## src/rtl/axis_tens_tx.sv

```systemverilog
// AXI4-Stream transmit stage: takes whole result vectors from the pipeline and
// serializes them into TDATA_WDT-wide beats, with TLAST closing a tensor of vect_cnt vectors.
module axis_tens_tx #(
  parameter int WORD_WDT  = 16,
  parameter int VECT_SIZE = 8,
  parameter int TDATA_WDT = 64,
  parameter int CNT_WDT   = 16,
  localparam int VEC_WDT  = VECT_SIZE * WORD_WDT,
  localparam int KEEP_WDT = TDATA_WDT / 8
) (
  input  logic                 clk,
  input  logic                 rst,
  input  logic                 start,
  input  logic [CNT_WDT-1:0]   vect_cnt,
  output logic                 busy,
  output logic                 done,
  input  logic [VEC_WDT-1:0]   in_data,
  input  logic                 in_val,
  output logic                 in_rdy,
  output logic [TDATA_WDT-1:0] M_AXIS_TDATA,
  output logic [KEEP_WDT-1:0]  M_AXIS_TKEEP,
  output logic                 M_AXIS_TLAST,
  output logic                 M_AXIS_TVALID,
  input  logic                 M_AXIS_TREADY,
  output logic [1:0]           state_dbg
);

  localparam int BEATS  = VEC_WDT / TDATA_WDT;
  localparam int BIDX_W = (BEATS > 1) ? $clog2(BEATS) : 1;
  localparam logic [BIDX_W-1:0] LAST_IDX = BIDX_W'(BEATS - 1);

  // Handshakes: a transfer happens on a rising edge where valid and ready are both high.
  // The stream side never drops valid or changes data/last while waiting for ready.
  typedef enum logic [1:0] {IDLE = 2'd0, RUN = 2'd1, FIN = 2'd2} state_t;

  state_t              state, state_nxt;
  logic [CNT_WDT-1:0]  rem_in, rem_out;
  logic [VEC_WDT-1:0]  hold_vec;
  logic                hold_val;
  logic [BIDX_W-1:0]   beat_idx;
  logic                done_q;
  logic                beat_hs, vec_end_hs, in_hs;

  assign beat_hs    = hold_val & M_AXIS_TREADY;
  assign vec_end_hs = beat_hs & (beat_idx == LAST_IDX);
  // Ready looks through the current last beat so vectors stream with no bubble.
  assign in_rdy     = (state == RUN) & (rem_in != '0) & (~hold_val | vec_end_hs);
  assign in_hs      = in_val & in_rdy;

  assign M_AXIS_TVALID = hold_val;
  assign M_AXIS_TDATA  = hold_vec[beat_idx*TDATA_WDT +: TDATA_WDT];
  assign M_AXIS_TKEEP  = '1;
  assign M_AXIS_TLAST  = hold_val & (beat_idx == LAST_IDX) & (rem_out == CNT_WDT'(1));

  assign busy      = (state == RUN);
  assign done      = done_q;
  assign state_dbg = state;

  always_comb begin
    state_nxt = state;
    case (state)
      IDLE: if (start) state_nxt = (vect_cnt != '0) ? RUN : FIN;
      RUN:  if (vec_end_hs && rem_out == CNT_WDT'(1)) state_nxt = FIN;
      FIN:  state_nxt = IDLE;
      default: state_nxt = IDLE;
    endcase
  end

  always_ff @(posedge clk) begin
    if (rst) begin
      state    <= IDLE;
      rem_in   <= '0;
      rem_out  <= '0;
      hold_vec <= '0;
      hold_val <= 1'b0;
      beat_idx <= '0;
      done_q   <= 1'b0;
    end else begin
      state  <= state_nxt;
      done_q <= (state == FIN);
      if (state == IDLE && start && vect_cnt != '0) begin
        rem_in  <= vect_cnt;
        rem_out <= vect_cnt;
      end
      if (beat_hs)
        beat_idx <= (beat_idx == LAST_IDX) ? '0 : beat_idx + 1'b1;
      if (vec_end_hs)
        rem_out <= rem_out - 1'b1;
      if (in_hs) begin
        hold_vec <= in_data;
        hold_val <= 1'b1;
        rem_in   <= rem_in - 1'b1;
      end else if (vec_end_hs) begin
        hold_val <= 1'b0;
      end
    end
  end

endmodule

```

## config.mk

```make
export PLATFORM = sky130hd
export DESIGN_NAME = axis_tens_tx
export DESIGN_NICKNAME = d
export VERILOG_FILES = /design/src/rtl/axis_tens_tx.sv
export SDC_FILE = /design/constraint.sdc
export NUM_CORES = 1
export LEC_CHECK = 0
export BUFFER_PORTS_ARGS = -buffer_cell sky130_fd_sc_hd__buf_2
export CAP_MARGIN = 5
export CORE_UTILIZATION = 55
export DETAILED_ROUTE_END_ITERATION = 8
export PLACE_DENSITY = 0.89
export SYNTH_ARGS = -nofsm -noshare
export SYNTH_HDL_FRONTEND = slang
export SYNTH_SLANG_ARGS = --single-unit
```

## constraint.sdc

```tcl
create_clock -name clk -period 3.25 [get_ports clk]
set_input_delay 0.4875 -clock clk [delete_from_list [all_inputs] [get_ports clk]]
set_output_delay 0.4875 -clock clk [all_outputs]
set_load 0.01 [all_outputs]
```

==> reports/results.tsv <==
metric	value	unit
postCtsSetupBuffers	0	
hp-class	in -> reg	
coreArea	0.0128	mm2
p_leak	3.76	nW
slew-limit-headroom	0.410	
reg2reg_from	rem_in[0]	
synth_compound_area_frac	0.166	
clock-sinks	165	
antenna_found_initial	2	
path_class	reg -> out	
htree_levels	4	
synth_adder_area_share	0.00513	
cp.required	2760	ps
pwr-share-comb	0.144	
final_cell_mix	nand2_1 (277), buf_2 (218), dfxtp_1 (164), a21oi_1 (145), mux2_2 (65)	
setup-violations-final	0	
startpoint_type	flip-flop	
hold_violations	0	
synth_cell_type_count	64	
ios	228	
grt_max_degree	72	
fin_crit_sh	0.844	
ys.flop_type	dfxtp_1	
floorplan.initialDensity	0.572	
clock.fmax	0.365	GHz
cp_max_fo	50	
ctsRootBufferMaster	clkbuf_16	
drc	0	
clkSlewWorstSetupHoldPaths	60	ps
grt_usage	0.272	
drv_cap	0	
grt_pass1_vias	6305	
final_common_cell	nand2_1	
wl_per_cell	15.1	um
gp_congestion	0.916	
tightest_slew	885	ps
worstHoldStart	in_data[48]	
cts_tree	done	
nets	1230	
gr-total-overflow	0	
postRouteAntennaNets	0	
routed_wl	19.1	mm
drtIter0Drc	617	
cts.path.max_buffers	2	
syn_to_final_growth	23.6	%
grt_pass1_wl	29.2	mm
synth_xor_area_frac	0.00240	
p_int	3.53	mW
rsz0062_at_grt	no	
ys_warn_count	0	
hold_slack	296	ps
timing.rr.end	rem_in[4]	
synth_cells	894	
dpl.hpwl	12.8	mm
placementRows	41	
fin_util	0.707	
swShare	0.262	
synth_edf_count	0	
skew	8.33	ps
cp-end-kind	primary output	
status	complete, no violations	
power.density	530	mW/mm2
seq_area_frac_synth	0.452	
die_w	117	um
ctsResizeCount	0	
die-area	0.0138	mm2
hold_path_depth	3	
p_clk_frac	0.396	
synth_area	0.00731	mm2
ff2ff_path_depth	7	
dr_total_vias	6997	
synthMuxAreaShare	0.101	
slew_viol_final	0	
period_minus_slack	2740	ps
fillCellCount	997	
setup_tns	0	ps
async_reset_ff_frac	0	
worstSkewPairLatency	420	ps
critPathArrivalTime	2260	ps
firstDrtPassIters	7	
switchingPower	1.26	mW
hold_buffers	0	
regToRegSetupSlack	720	ps
ir_drop	0.289	mV
sequentialPowerShare	0.460	
synth_top_family_by_area	simple AND/OR/NAND/NOR gates	
chipHeight	117	um
viasPerCell	5.54	
postSynthAreaPerCell	8.18	um2
yosys.area_share.simple	0.222	
ys_ff_latch	165	
layout-drive-gt1-share	0.317	
port_buffers	219	
hold_path_end	hold_vec[48]	
numCtsBuffers	17	
==> flip-flops by register name, indices dropped and copies added, names as in the netlist <==
name           count
hold_vec         128
rem_in            16
rem_out           16
state_dbg          2
M_AXIS_TVALID      1
beat_idx           1
done               1
==> power groups by stage <==
stage          logic [mW]  registers (mW)  clock network (mW)
2_1_floorplan       0.449            2.23                   0
3_3_place_gp        0.667            2.24                   0
3_5_place_dp        0.678            2.25                   0
4_1_cts             0.684            2.20                1.93
5_1_grt             0.762            2.22                2.02
6_report            0.688            2.20                1.90
==> metrics by stage <==
stage	instance area, um2	std cells	power, mW	setup WS (ps)
2_1_floorplan	7340	901	2.68	1310
3_3_place_gp	8480	1231	2.91	824
3_5_place_dp	8480	1231	2.92	607
4_1_cts	9030	1262	4.81	489
5_1_grt	9030	1262	5.00	401
6_report	9030	1263	4.79	507
==> cell usage after synthesis (3+ instances only) <==
cell type	n	share of area
and3_1	3	0.0026
ha_1	3	0.0051
nand3_1	19	0.013
buf_4	9	0.0092
nor3_1	8	0.0055
or3_1	6	0.0051
o311ai_0	3	0.0036
inv_1	7	0.0036
a211oi_1	3	0.0031
buf_1	3	0.0015
dfxtp_1	165	0.45
a32oi_1	6	0.0072
buf_2	30	0.021
o21ai_0	7	0.0048
and2_1	5	0.0043
clkbuf_1	31	0.016
o211ai_1	6	0.0062
nor2_1	16	0.0082
nor4_1	10	0.0086
a31oi_1	16	0.014
a21oi_1	145	0.099
mux2_2	65	0.10
nand2_1	277	0.14
==> kinds of logic (layout without fill, tap and decap cells) <==
| kind of cell | Yosys count | count (layout) |
|---|---|---|
| xor gates and xnor gates | 2 | 2 |
| muxes | 66 | 66 |
| and+or+nand+nor | 369 | 369 |
| adders and majority gates | 3 | 3 |
| AOI/OAI and AO/OA | 208 | 208 |
| DFF | 165 | 165 |
| other | 1 | 9 |
| buffers and inverters | 80 | 269 |
==> worst max path at each step <==
stage	slack, ps	start	endpoint	cells past startpoint
floorplan	1310	rem_in[0]	rem_in[14]	7
global placement	820	M_AXIS_TREADY	rem_in[4]	6
detailed placement	610	M_AXIS_TREADY	rem_in[4]	6
CTS	490	beat_idx	M_AXIS_TDATA[19]	4
global route	400	beat_idx	M_AXIS_TDATA[3]	4
finish	510	beat_idx	M_AXIS_TDATA[16]	4
==> layer usage <==
layer | share of wire | vias up | track usage | wire length [um]
li1 | - | 3443 | - | -
met1 | 0.41 | 3185 | 0.321 | 7750
met2 | 0.47 | 314 | 0.445 | 8900
met3 | 0.092 | 53 | 0.0870 | 1760
met4 | 0.034 | 2 | 0.140 | 643
met5 | 0.00042 | - | 0 | 8
==> worst max-delay path, stage by stage, from the launching register on <==
cell and delay, ps:
dfxtp_2 330, buf_4 270, buf_4 610, mux2_2 440, buf_2 150
==> layout make-up <==
cell class | count | area (um2) | share of cell area
antenna | 1 | 2.50 | 0.000277
clock buffer | 24 | 482 | 0.0533
clock inverter | 7 | 72.6 | 0.00803
inverter | 7 | 26.3 | 0.00291
multi-input combinational | 656 | 3680 | 0.407
sequential | 165 | 3300 | 0.366
tap | 172 | 215 | 0.0238
timing repair buffer | 231 | 1250 | 0.138
(Power assumes the default switching activity.)
